**config.mk**
```make
export PLATFORM = sky130hd
export DESIGN_NAME = bp_perf_counter
export DESIGN_NICKNAME = d
export VERILOG_FILES = /design/src/rtl/bp_perf_counter.sv
export SDC_FILE = /design/constraint.sdc
export NUM_CORES = 1
export LEC_CHECK = 0
export ABC_AREA = 0
export BUFFER_PORTS_ARGS = -buffer_cell sky130_fd_sc_hd__buf_2
export CAP_MARGIN = 25
export CORE_MARGIN = 8
export CORE_UTILIZATION = 63
export CTS_BUF_LIST = sky130_fd_sc_hd__clkbuf_4 sky130_fd_sc_hd__clkbuf_8
export DETAILED_ROUTE_END_ITERATION = 8
export PLACE_DENSITY = 0.82
export SLEW_MARGIN = 20
export SYNTH_ARGS = -nofsm -noshare
export SYNTH_HDL_FRONTEND = slang
export SYNTH_SLANG_ARGS = --single-unit
```
**constraint.sdc**
```tcl
create_clock -name clk_i -period 2.6 [get_ports clk_i]
set_clock_uncertainty 0.2 [all_clocks]
set_input_delay 0.26 -clock clk_i [delete_from_list [all_inputs] [get_ports clk_i]]
set_output_delay 0.26 -clock clk_i [all_outputs]
set_load 0.01 [all_outputs]
```
**src/rtl/bp_perf_counter.sv**
```systemverilog
// Branch-prediction performance monitor: live cycle/instr/branch/miss counters with snapshot
// readout over a valid/ready stream. Define BP_PERF_SATURATE_EN to saturate instead of wrap.
module bp_perf_counter #(
  parameter int unsigned CNT_W = 32
) (
  input  logic             clk_i,
  input  logic             rst_ni,
  input  logic             en_i,
  input  logic             br_instr_i,
  input  logic             br_miss_i,
  input  logic [31:0]      instr_i,
  input  logic             clr_i,
  input  logic             snap_req_i,
  output logic             rd_valid_o,
  input  logic             rd_ready_i,
  output logic [CNT_W-1:0] rd_data_o,
  output logic [1:0]       rd_idx_o,
  output logic             rd_last_o,
  output logic             busy_o,
  output logic [3:0]       ovf_o
);

  typedef enum logic [0:0] {StIdle, StSend} state_e;

  state_e           state_q, state_d;
  logic [1:0]       idx_q, idx_d;
  logic [CNT_W-1:0] cnt_q    [4];
  logic [CNT_W-1:0] cnt_d    [4];
  logic [CNT_W-1:0] shadow_q [4];
  logic [3:0]       ovf_q, ovf_d;
  logic [3:0]       inc;
  logic             load_shadow;
  logic             real_instr;

  // Canonical NOP (addi x0,x0,0) and all-zero bubbles are not real instructions.
  assign real_instr = (instr_i != 32'h0000_0013) && (instr_i != 32'h0000_0000);

  // Bit order matches rd_idx: cycles, instrs, branches, misses.
  assign inc = {en_i & br_miss_i, en_i & br_instr_i, en_i & real_instr, en_i};

  always_comb begin
    cnt_d = cnt_q;
    ovf_d = ovf_q;
    for (int i = 0; i < 4; i++) begin
      if (inc[i]) begin
        if (&cnt_q[i]) begin
          ovf_d[i] = 1'b1;
`ifdef BP_PERF_SATURATE_EN
          cnt_d[i] = cnt_q[i];
`else
          cnt_d[i] = '0;
`endif
        end else begin
          cnt_d[i] = cnt_q[i] + CNT_W'(1);
        end
      end
    end
    if (clr_i) begin
      for (int i = 0; i < 4; i++) begin
        cnt_d[i] = '0;
      end
      ovf_d = '0;
    end
  end

  always_comb begin
    state_d     = state_q;
    idx_d       = idx_q;
    load_shadow = 1'b0;
    unique case (state_q)
      StIdle: begin
        if (snap_req_i) begin
          state_d     = StSend;
          idx_d       = 2'd0;
          load_shadow = 1'b1;
        end
      end
      StSend: begin
        if (rd_ready_i) begin
          if (idx_q == 2'd3) begin
            state_d = StIdle;
          end else begin
            idx_d = idx_q + 2'd1;
          end
        end
      end
      default: state_d = StIdle;
    endcase
  end

  always_ff @(posedge clk_i) begin
    if (!rst_ni) begin
      state_q <= StIdle;
      idx_q   <= 2'd0;
      ovf_q   <= '0;
      for (int i = 0; i < 4; i++) begin
        cnt_q[i]    <= '0;
        shadow_q[i] <= '0;
      end
    end else begin
      state_q <= state_d;
      idx_q   <= idx_d;
      ovf_q   <= ovf_d;
      cnt_q   <= cnt_d;
      // Shadow takes pre-update values so capture-cycle events land only in live counters.
      if (load_shadow) begin
        shadow_q <= cnt_q;
      end
    end
  end

  assign rd_valid_o = (state_q == StSend);
  assign busy_o     = rd_valid_o;
  assign rd_idx_o   = idx_q;
  assign rd_last_o  = rd_valid_o && (idx_q == 2'd3);
  assign rd_data_o  = rd_valid_o ? shadow_q[idx_q] : '0;
  assign ovf_o      = ovf_q;

endmodule
```
# Word-level counts from Yosys, hierarchy flattened
# Cells that the tools add are included.
[classes]
n_mux = 17
magnitude_cmp = 1
n_bitwise = 6
eq_ne = 5
n_addsub = 5
n_reduce_logical = 13
[ops]
columns = ["op", "n"]
rows = [
  ["$mux 32", 7],
  ["$reduce_and 33->1", 4],
  ["$add 32x1->32 const B", 4],
  ["$reduce_and 32->1", 4],
  ["$bmux 32 s2", 1],
  ["$ne 32x5->1 const B", 1],
  ["$reduce_bool 32->1", 1],
  ["$mux 2", 3],
  ["$ne 2x2->1 const B", 3],
  ["$mux 1", 4],
  ["$pmux 2 s2", 1],
  ["$and 1x1->1", 3],
  ["$ge 3x3->1 const B", 1],
  ["$not 2->3", 1],
  ["$reduce_and 3->1", 1],
  ["$add 2x1->2 const B", 1],
  ["$eq 2x2->1 const B", 1],
  ["$logic_and 1x1->1", 2],
  ["$not 1->1", 2],
  ["$pmux 1 s2", 1],
  ["$reduce_or 2->1", 1],
]
[word_totals]
in_bits = 40
register_bits = 263
out_inout_bits = 41
elab_cells = 61

# Longest topological paths before layout
# Gate-level depths: netlist (run 1).
[logic_depth]
ltp_word = 5
depth_mapped = 9
ltp_nobuf = 6

# Least setup slack after synthesis (run 1)
# No wires, ideal clock.
[synth_path]
path_kind = "register -> output"
startpoint = "register idx_q[0], in the netlist rd_idx_o[0]"
endpoint = "output rd_data_o[10]"
n_path_buf = 3
path_slack_ns = 0.228
t_required_ns = 2.140
path_stages_with_launch = 6
t_arrival_ns = 1.912
path_cell_list = "dfxtp_1 -> buf_2 -> buf_1 -> clkbuf_1 -> mux4_2 -> and2_1"
[synth_via]
elab_chain_cells = 5
[synth_lines]
columns = ["item", "line_no", "rtl"]
rows = [
  ["start, declared", "26", "logic [1:0] idx_q, idx_d;"],
  ["start signal, assigned", "102", "idx_q <= idx_d;"],
  ["$not 2->3 (not written as such)", "116", "assign rd_data_o = rd_valid_o ? shadow_q[idx_q] : '0;"],
  ["$bmux 32 s2", "116", ""],
  ["$mux 32 (not written as such) (2 in series)", "116", ""],
  ["$mux 32", "116", ""],
  ["end, declared", "16", "output logic [CNT_W-1:0] rd_data_o,"],
]
# Every way passes these cells. The select of a mux whose other input is x is not followed.

# Worst setup path after layout (run 1)
[layout_path]
startpoint = "register idx_q[1], in the netlist rd_idx_o[1]"
endpoint = "output rd_data_o[0]"
# The elaborated chain is that of the path after synthesis.

==> results.md, run 1 <==
- Status: finished clean
- Area Overhead vs Synth: 16.5%
- Internal power: 6.53 mW
- Largest area contributor in the netlist: dfxtp_1
- Most common cell in the netlist: nand2_1
- Inserted Clock Buffers: 44
- Sw Pwr: approximately 1.9 mW
- Core region area: 19300 um^2
- Comb power frac: 4.5%
- Area after DPL: 13100 um^2
- Vias/cell: roughly 6
- Fin cells: roughly 1.8k
- Nets@finish: 1572
- Setup-failing EPs final: 0
- Main combinational cell family by area after synthesis: simple AND/OR/NAND/NOR gates
- Pre-Repair DR Iteration Count: 7
- PwrDens: between 500 and 600 nW/um^2
- Total global-route track usage: between 20% and 30%
- Post-synthesis compound-gate area fraction: 13.6%
- Sum of negative setup slack: 0 ns
- Root Driver: clkbuf_8
- Die height: 155 um
- CTS sink cnt: 263
- Post-synthesis sequential area ratio: 43.1%
- Xor/xnor share of the synthesized area: slightly below 6%
- Final WL: 33000 um
- Clock transition at the registers of the reported paths: 0.06 ns
- Slew @ Worst Pin: approximately 0.7 ns
- Remaining Overflow, GRT: 0
- Highest Clock Rate: 400 MHz
- #FFs+latches synth: 263
- Max-Cap Viols: 0
- Post-synth cell types: 53
- Crit path kind: register to output pin
- Syn Inst Count: 1426
- Final Worst Setup Slack: 0.103 ns
- Die Area: 24100 um^2
- Post-DP HPWL: 22400 um
- Largest net degree at the start of global routing: 132
- Antenna cells: 0
- Vias post-DR: 10.8k
- First-pass GRT wire length: 53100 um
- Synth Flop Type: dfxtp_1
- Post-synth top cells: nand2_1, dfxtp_1, a21boi_0
- Final min period: about 2.5 ns
- Share of cells above drive strength 1: 17.4%
- Unrepaired setup endpoints after global routing: false
- Mux cell area share after synthesis: under 10%
- CP endpoint kind: output pin
- CTS tree: yes
- Number of I/O pins: roughly 80
- # port buffers: 80
- Syn avg cell area: ~8.6 um^2
- Placement Rows: 51
- WP data arrival: 2.04 ns
- Cell total after placement: approximately 1.7k
- Final period utilization: 96.0%
- Post-Synth Simple-Gate Area: 26.5%
- RePlAce Congestion: 0.896
- Post-synth EDFFs: 0
- Final Slew Violations: 0
- Initial core utilization: ~63%
- Hold Path Class: input pin to register
- Hold Worst Slack: 0.0510 ns
- Synth Cell Area: ~12000 um^2
- Sw Ratio: approximately 23%
- Drc violations: 0
- Initial antenna violation count: 0
- Max transition margin: 51.9%
- Clock share of power: 47.7%
- Pleak: about 4.8 nW
- Crit Path Max Fanout: 18
- Peak supply drop: around 0.46 mV
- Die W: 155 um
- CTS Buffer Depth: 3
- Wirelength per Cell: 18.1 um
- Non-Filler Cell Area, Final: 14200 um^2
- Vias in the first global route: around 10k
- Seq pwr share: 47.8%
- Final Hold Vio Count: 0
- Yosys top cell area share: 43.1%
- Largest cells by area after synthesis: dfxtp_1, nand2_1, a21boi_0
- H-tree Lvls: 2
- Clk_lat worst skew: 0.55 ns
- DRT iter0 DRCs: 838
- Post-Synth Adder-Cell Area: 0.512%
- Place WS: approximately 0.12 ns
- Worst Setup Start Kind: register
- CP Data Required Time: 2.14 ns
- Async S/R FF share, synth: 0%
- Syn nets: 1471
- ANT nets after route: 0
- Synth warnings: 0
-- layer usage --
metal	global-route usage (%)	wire length [um]
met1	35.1	13700
met3	4.13	2720
met5	0	0
met2	45.1	15600
met4	9.38	969
-- critical path, stage by stage (launching register included) --
cell     delay (ns)
dfxtp_2        0.39
buf_12         0.21
mux4_2         0.54
and2_1         0.19
buf_2          0.15
-- per-stage QoR --
step	power, mW	utilization (%)
global placement	4.50	68.0
CTS	8.50	73.4
detailed placement	4.50	68.0
global route	8.71	73.8
floorplan	4.36	-
finish	8.46	73.8
-- cells in the final DEF (no fill, tap or decap), types with 23 or more instances in the layout --
master	instances
nand3_1	52
dfxtp_1	261
buf_2	79
and2_1	38
nor2_1	104
a21boi_0	128
mux4_2	32
nand2_1	313
clkbuf_8	56
a21oi_1	25
o21ai_0	23
nor3_1	29
nand4_1	42
nor4_1	29
buf_4	54
xnor2_1	59
inv_1	25
-- kinds of logic after synthesis --
logic type | after synthesis
AOI/OAI and AO/OA | 232
xor gates and xnor gates | 81
adders and majority gates | 5
buffers and inverters | 120
DFF | 263
muxes | 37
and+or+nand+nor | 688
-- cell type report --
cell class,count,area [um^2]
Multi-Input combinational cell,1043,6480
Sequential cell,263,5270
Fill cell,1425,5040
Timing Repair Buffer,150,1080
Clock buffer,64,831
Tap cell,265,332
Clock inverter,14,149
Inverter,25,93.8
-- what timing repair did --
item,4_1_cts,5_1_grt
buffers inserted,0,2
resized for setup,1,4
gates cloned,0,1
setup endpoints to repair,2,17
pin swaps,0,3
endpoints found under the hold margin,10,0
hold buffers,7,0
-- power by group through the flow --
stage / sequential, mW / combinational, mW / clock [mW]
after global placement: 4.13 / 0.362 / 0
after floorplan: 4.13 / 0.224 / 0
final: 4.05 / 0.383 / 4.04
after global routing: 4.04 / 0.409 / 4.26
after CTS: 4.05 / 0.375 / 4.08
after detailed placement: 4.13 / 0.366 / 0
-- flip-flops by register name, indices dropped and copies added (netlist names) --
name	cells
shadow_q	128
cnt_q	128
busy_o	1
rd_idx_o	2
ovf_o	4
-- worst paths after layout --
path,depth (start not counted),slack [ns],end,from
max,4,0.10,rd_data_o[0],rd_idx_o[1]
min,4,0.05,cnt_q[33],en_i
max reg2reg,6,0.15,cnt_q[90],cnt_q[71]
min reg2reg,2,0.26,shadow_q[52],shadow_q[52]
Note: power is estimated with default switching activity, not from simulation.
==> run 2: changes to the inputs <==
Settings changed: PLACE_DENSITY 0.82 to default, PLACE_DENSITY_LB_ADDON from default to 0.12.
==> results.md, run 2 (same netlist as run 1, synthesis figures left out) <==
- Status: finished clean
- Worst Setup Start Kind: register
- Inserted Clock Buffers: 43 (-2.3%)
- # port buffers: 80 (unchanged)
- Number of I/O pins: 81 (unchanged)
- Total global-route track usage: 26.8% (-0.19 points)
- Post-DP HPWL: 22500 um (+0.47%)
- PwrDens: 574 nW/um^2 (-3.5%)
- CTS Buffer Depth: 3 (unchanged)
- Max-Cap Viols: 0 (unchanged)
- CP Launch Point: rd_idx_o[1]
- Clk_lat worst skew: 0.55 ns (about the same)
- Final min period: 2.52 ns (+0.0190 ns)
- Sum of negative setup slack: 0 ns (unchanged)
- H-tree Lvls: 2 (unchanged)
- Root Driver: clkbuf_8
- Vias in the first global route: 10.1k (-2.1%)
- Power Total: 8.10 mW (-4.3%)
- Clock transition at the registers of the reported paths: 0.06 ns (about the same)
- Comb power frac: 4.6% (about the same)
- Die Area: 24100 um^2 (unchanged)
- Max transition margin: 53.3% (+1.5 points)
- Largest net degree at the start of global routing: 101 (-23%)
- Core region area: 19300 um^2 (unchanged)
- Area Overhead vs Synth: 15.6%
- R2R Path Start: cnt_q[89]
- Setup crit end: rd_data_o[16]
- Sw Ratio: 23.0% (+0.15 points)
- Seq pwr share: 50.0% (+2.2 points)
- Crit Path Max Fanout: 11 (-7)
- Leading cell type in the layout, fill and taps excluded: nand2_1
- DRT iter0 DRCs: 898 (+7.2%)
- Final Slew Violations: 0 (unchanged)
- CP Data Required Time: 2.14 ns (about the same)
- Pleak: 4.67 nW (-1.8%)
- Most frequent cells in the layout: nand2_1, dfxtp_1, a21boi_0
- # fillers: 1532 (+7.5%)
- RePlAce Congestion: 0.892 (-0.37%)
- Peak supply drop: 0.428 mV (-6.9%)
- R2r setup slk: 0.11 ns (-0.04 ns)
- CP endpoint kind: output pin
- Non-Filler Cell Area, Final: 14100 um^2 (-0.81%)
- CTS tree: yes
- Nets@finish: 1572 (unchanged)
- Wirelength per Cell: 17.8 um (-1.8%)
- Final WL: 32400 um (-1.9%)
- Unrepaired setup endpoints after global routing: false
- CTS sink cnt: 263 (unchanged)
- WP data arrival: 2.06 ns (+0.02 ns)
- Die W: 155 um (unchanged)
- Hold Path Class: input pin to register
- Critical R2R Capture: cnt_q[81]
- Sw Pwr: 1.86 mW (-3.6%)
- Initial core utilization: 63.4% (unchanged)
- Placement Rows: 51 (unchanged)
- Area after DPL: 13100 um^2 (-0.31%)
- Crit path kind: register to output pin
- Share of cells above drive strength 1: 17.2% (-0.18 points)
- Vias/cell: 5.83 (-1.5%)
- Die height: 155 um (unchanged)
- Internal power: 6.24 mW (-4.5%)
- Highest Clock Rate: 397 MHz (-0.75%)
- First-pass GRT wire length: 52600 um (-0.88%)
- Setup-failing EPs final: 0 (unchanged)
- Clock share of power: 45.4% (-2.3 points)
- Final Hold Vio Count: 0 (unchanged)
- Final period utilization: 96.8% (+0.73 points)
- Drc violations: 0 (unchanged)
- Antenna cells: 0 (unchanged)
- Initial antenna violation count: 0 (unchanged)
- Remaining Overflow, GRT: 0 (unchanged)
- ANT nets after route: 0 (unchanged)
- Vias post-DR: 10.6k (-1.5%)
- Reg2reg path depth: 6 (unchanged)
- Pre-Repair DR Iteration Count: 7 (unchanged)
- Slew @ Worst Pin: 0.689 ns (-0.0262 ns)
-- run 2: repair_timing --
action | CTS | global route
buffers inserted | 0 | 12
hold endpoints to repair | 42 | 0
endpoints found under the setup margin | 20 | 19
pin swaps | 0 | 1
hold buffers | 7 | 0
cloned | 0 | 0
gates resized for setup | 1 | 2
-- run 2: worst min path at each step --
stage                from       endpoint  slack (ns)  cells past startpoint
6_report       snap_req_i   shadow_q[55]        0.20                      5
5_1_grt        snap_req_i   shadow_q[54]        0.22                      5
4_1_cts        snap_req_i  shadow_q[115]        0.19                      5
3_5_place_dp     ovf_o[1]       ovf_o[1]        0.25                      1
3_3_place_gp     ovf_o[3]       ovf_o[3]        0.25                      1
2_1_floorplan  rd_ready_i         busy_o        0.15                      1
-- run 2: layer usage --
metal  wire length (um)  track usage (%)  up-vias
met5                  0                0        -
met4                971             10.3        0
met3               2260             4.33       67
met2              15000             43.5      387
met1              14100             35.4     5017
li1                   -                -     5151
-- run 2: metrics by stage --
stage	setup WS (ns)	hold slack (ns)	utilization (%)	instances
after floorplan	0.228	0.150	-	1426
after detailed placement	0.186	0.252	67.8	1728
after CTS	0.00379	0.194	72.8	1811
after global placement	0.270	0.246	67.8	1728
final	0.0840	0.202	73.3	1823
after global routing	0.0169	0.223	73.3	1823
-- run 2: critical path, cell delays in order (launching register included) --
cell and delay (ns):
dfxtp_4 0.48, buf_12 0.19, mux4_2 0.53, and2_1 0.17, buf_2 0.13
-- run 2: final cells by class --
type                            count  area (um^2)  area share (%)
Sequential cell                   263         5270            37.4
Clock inverter                      7         45.0           0.319
Clock buffer                       69          850            6.02
Inverter                           25         93.8           0.665
Timing Repair Buffer              151         1070            7.55
Multi-Input combinational cell   1043         6460            45.7
Tap cell                          265          332            2.35
-- run 2: power by group through the flow --
stage	clock [mW]	sequential [mW]	combinational [mW]
after CTS	3.73	4.05	0.366
after floorplan	0	4.13	0.224
after global routing	3.93	4.05	0.396
final	3.68	4.05	0.370
after detailed placement	0	4.14	0.356
after global placement	0	4.14	0.352
==> run 3: changes to the inputs <==
Settings changed: RECOVER_POWER from default to 100.
==> results.md, run 3 (same netlist as run 1, synthesis figures left out) <==
- Share of cells above drive strength 1: 15.7% (-1.5 points)
- H-tree Lvls: 2 (unchanged)
- Max-Cap Viols: 0 (unchanged)
- CTS Buffer Depth: 3 (unchanged)
- Wirelength per Cell: 17.8 um (about the same)
- Crit path kind: register to output pin
- Comb power frac: 4.4% (-0.2 points)
- Clock share of power: 45.5% (about the same)
- WP data arrival: 2.05 ns (about the same)
- CTS tree: yes
- Nets@finish: 1572 (unchanged)
- Area Overhead vs Synth: 14.6%
- Root Driver: clkbuf_8
- Sw Pwr: 1.86 mW (-0.13%)
- Number of I/O pins: 81 (unchanged)
- Vias/cell: 5.86 (+0.57%)
- Final Slew Violations: 0 (unchanged)
- Initial core utilization: 63.4% (unchanged)
- Total global-route track usage: 26.8% (unchanged)
- Max transition margin: 40.5% (-13 points)
- DRT iter0 DRCs: 861 (-4.1%)
- Clock transition at the registers of the reported paths: 0.07 ns (about the same)
- First-pass GRT wire length: 52600 um (unchanged)
- Final period utilization: 96.4% (-0.38 points)
- Slew @ Worst Pin: 0.893 ns (+0.203 ns)
- Sum of negative setup slack: 0 ns (unchanged)
- Internal power: 6.23 mW (-0.20%)
- Inserted Clock Buffers: 43 (unchanged)
- Leading cell type in the layout, fill and taps excluded: nand2_1
- Remaining Overflow, GRT: 0 (unchanged)
- Most frequent cells in the layout: nand2_1, dfxtp_1, a21boi_0
- Vias post-DR: 10.7k (+0.57%)
- RePlAce Congestion: 0.892 (unchanged)
- # fillers: 1546 (+0.91%)
- Hold Path Class: input pin to register
- Pleak: 4.55 nW (-2.5%)
- Sw Ratio: 23.0% (about the same)
- ANT nets after route: 0 (unchanged)
- Fin util: 72.6% (-0.60 points)
- CP endpoint kind: output pin
- Initial antenna violation count: 0 (unchanged)
- Final min period: 2.51 ns (-0.00977 ns)
- Setup-failing EPs final: 0 (unchanged)
- Antenna cells: 0 (unchanged)
- Crit Path Max Fanout: 11 (unchanged)
- Vias in the first global route: 10.1k (unchanged)
- Die Area: 24100 um^2 (unchanged)
- Drc violations: 0 (unchanged)
- Die height: 155 um (unchanged)
- Peak supply drop: 0.428 mV (+0.11%)
- Status: finished clean
- Highest Clock Rate: 399 MHz (+0.39%)
- Seq pwr share: 50.1% (about the same)
- Largest net degree at the start of global routing: 101 (unchanged)
- Clk_lat worst skew: 0.55 ns (about the same)
- Core region area: 19300 um^2 (unchanged)
- Die W: 155 um (unchanged)
- Final Hold Vio Count: 0 (unchanged)
- CP Data Required Time: 2.14 ns (about the same)
- Placement Rows: 51 (unchanged)
- PwrDens: 578 nW/um^2 (+0.64%)
- Worst Setup Start Kind: register
- Post-DP HPWL: 22500 um (unchanged)
- Unrepaired setup endpoints after global routing: false
- # port buffers: 80 (unchanged)
- Pre-Repair DR Iteration Count: 5 (-2)
- Final WL: 32400 um (about the same)
- CTS sink cnt: 263 (unchanged)
## run 3: path summary, 6_finish.rpt
check | from | to | slack (ns) | cells after the start
setup / recovery | rd_idx_o[1] | rd_data_o[16] | 0.09 | 4
hold / removal | instr_i[8] | cnt_q[64] | 0.25 | 7
setup reg to reg | cnt_q[89] | cnt_q[81] | 0.13 | 6
hold reg to reg | shadow_q[58] | shadow_q[58] | 0.26 | 2
## run 3: area by class of cell
type	count	area [um^2]	area share, %
multi-input cells	1043	6420	45.9
flip-flops and latches	263	5270	37.7
clock buffers	69	850	6.07
inverters	25	93.8	0.670
clock inverters	7	45.0	0.322
well taps	265	332	2.37
repair buffers	151	985	7.03
## run 3: what timing repair did
item | CTS | global route
resized for setup | 1 | 2
gates cloned | 0 | 0
buffers inserted | 0 | 12
endpoints found under the setup margin | 20 | 19
pin swaps | 0 | 1
hold endpoints to repair | 42 | 0
hold buffers | 7 | 0
## run 3: routing by layer
metal	GRT usage, %	routed length (um)
met3	4.33	2120
met1	35.4	14200
met4	10.3	1000
met5	0	0
met2	43.5	15000
## run 3: power groups by stage
stage / combinational [mW] / sequential (mW) / clock [mW]
after global routing: 0.381 / 4.05 / 3.93
after CTS: 0.366 / 4.05 / 3.73
after detailed placement: 0.356 / 4.14 / 0
after floorplan: 0.224 / 4.13 / 0
final: 0.357 / 4.05 / 3.68
after global placement: 0.352 / 4.14 / 0
## run 3: critical path, stage by stage, from the launching register on
cell and delay, ns:
dfxtp_4 0.47, buf_12 0.19, mux4_2 0.53, and2_1 0.18
clkbuf_2 0.12
## run 3: per-stage QoR
step                      instances  hold WS, ns  total power [mW]  instance area [um^2]  setup slack, ns
after floorplan                1426        0.150              4.36                 12200            0.228
after global placement         1728        0.246              4.49                 13100            0.270
after detailed placement       1728        0.252              4.50                 13100            0.186
after CTS                      1811        0.194              8.15                 14000          0.00379
after global routing           1823        0.277              8.36                 14000           0.0147
final                          1823        0.248              8.09                 14000           0.0938
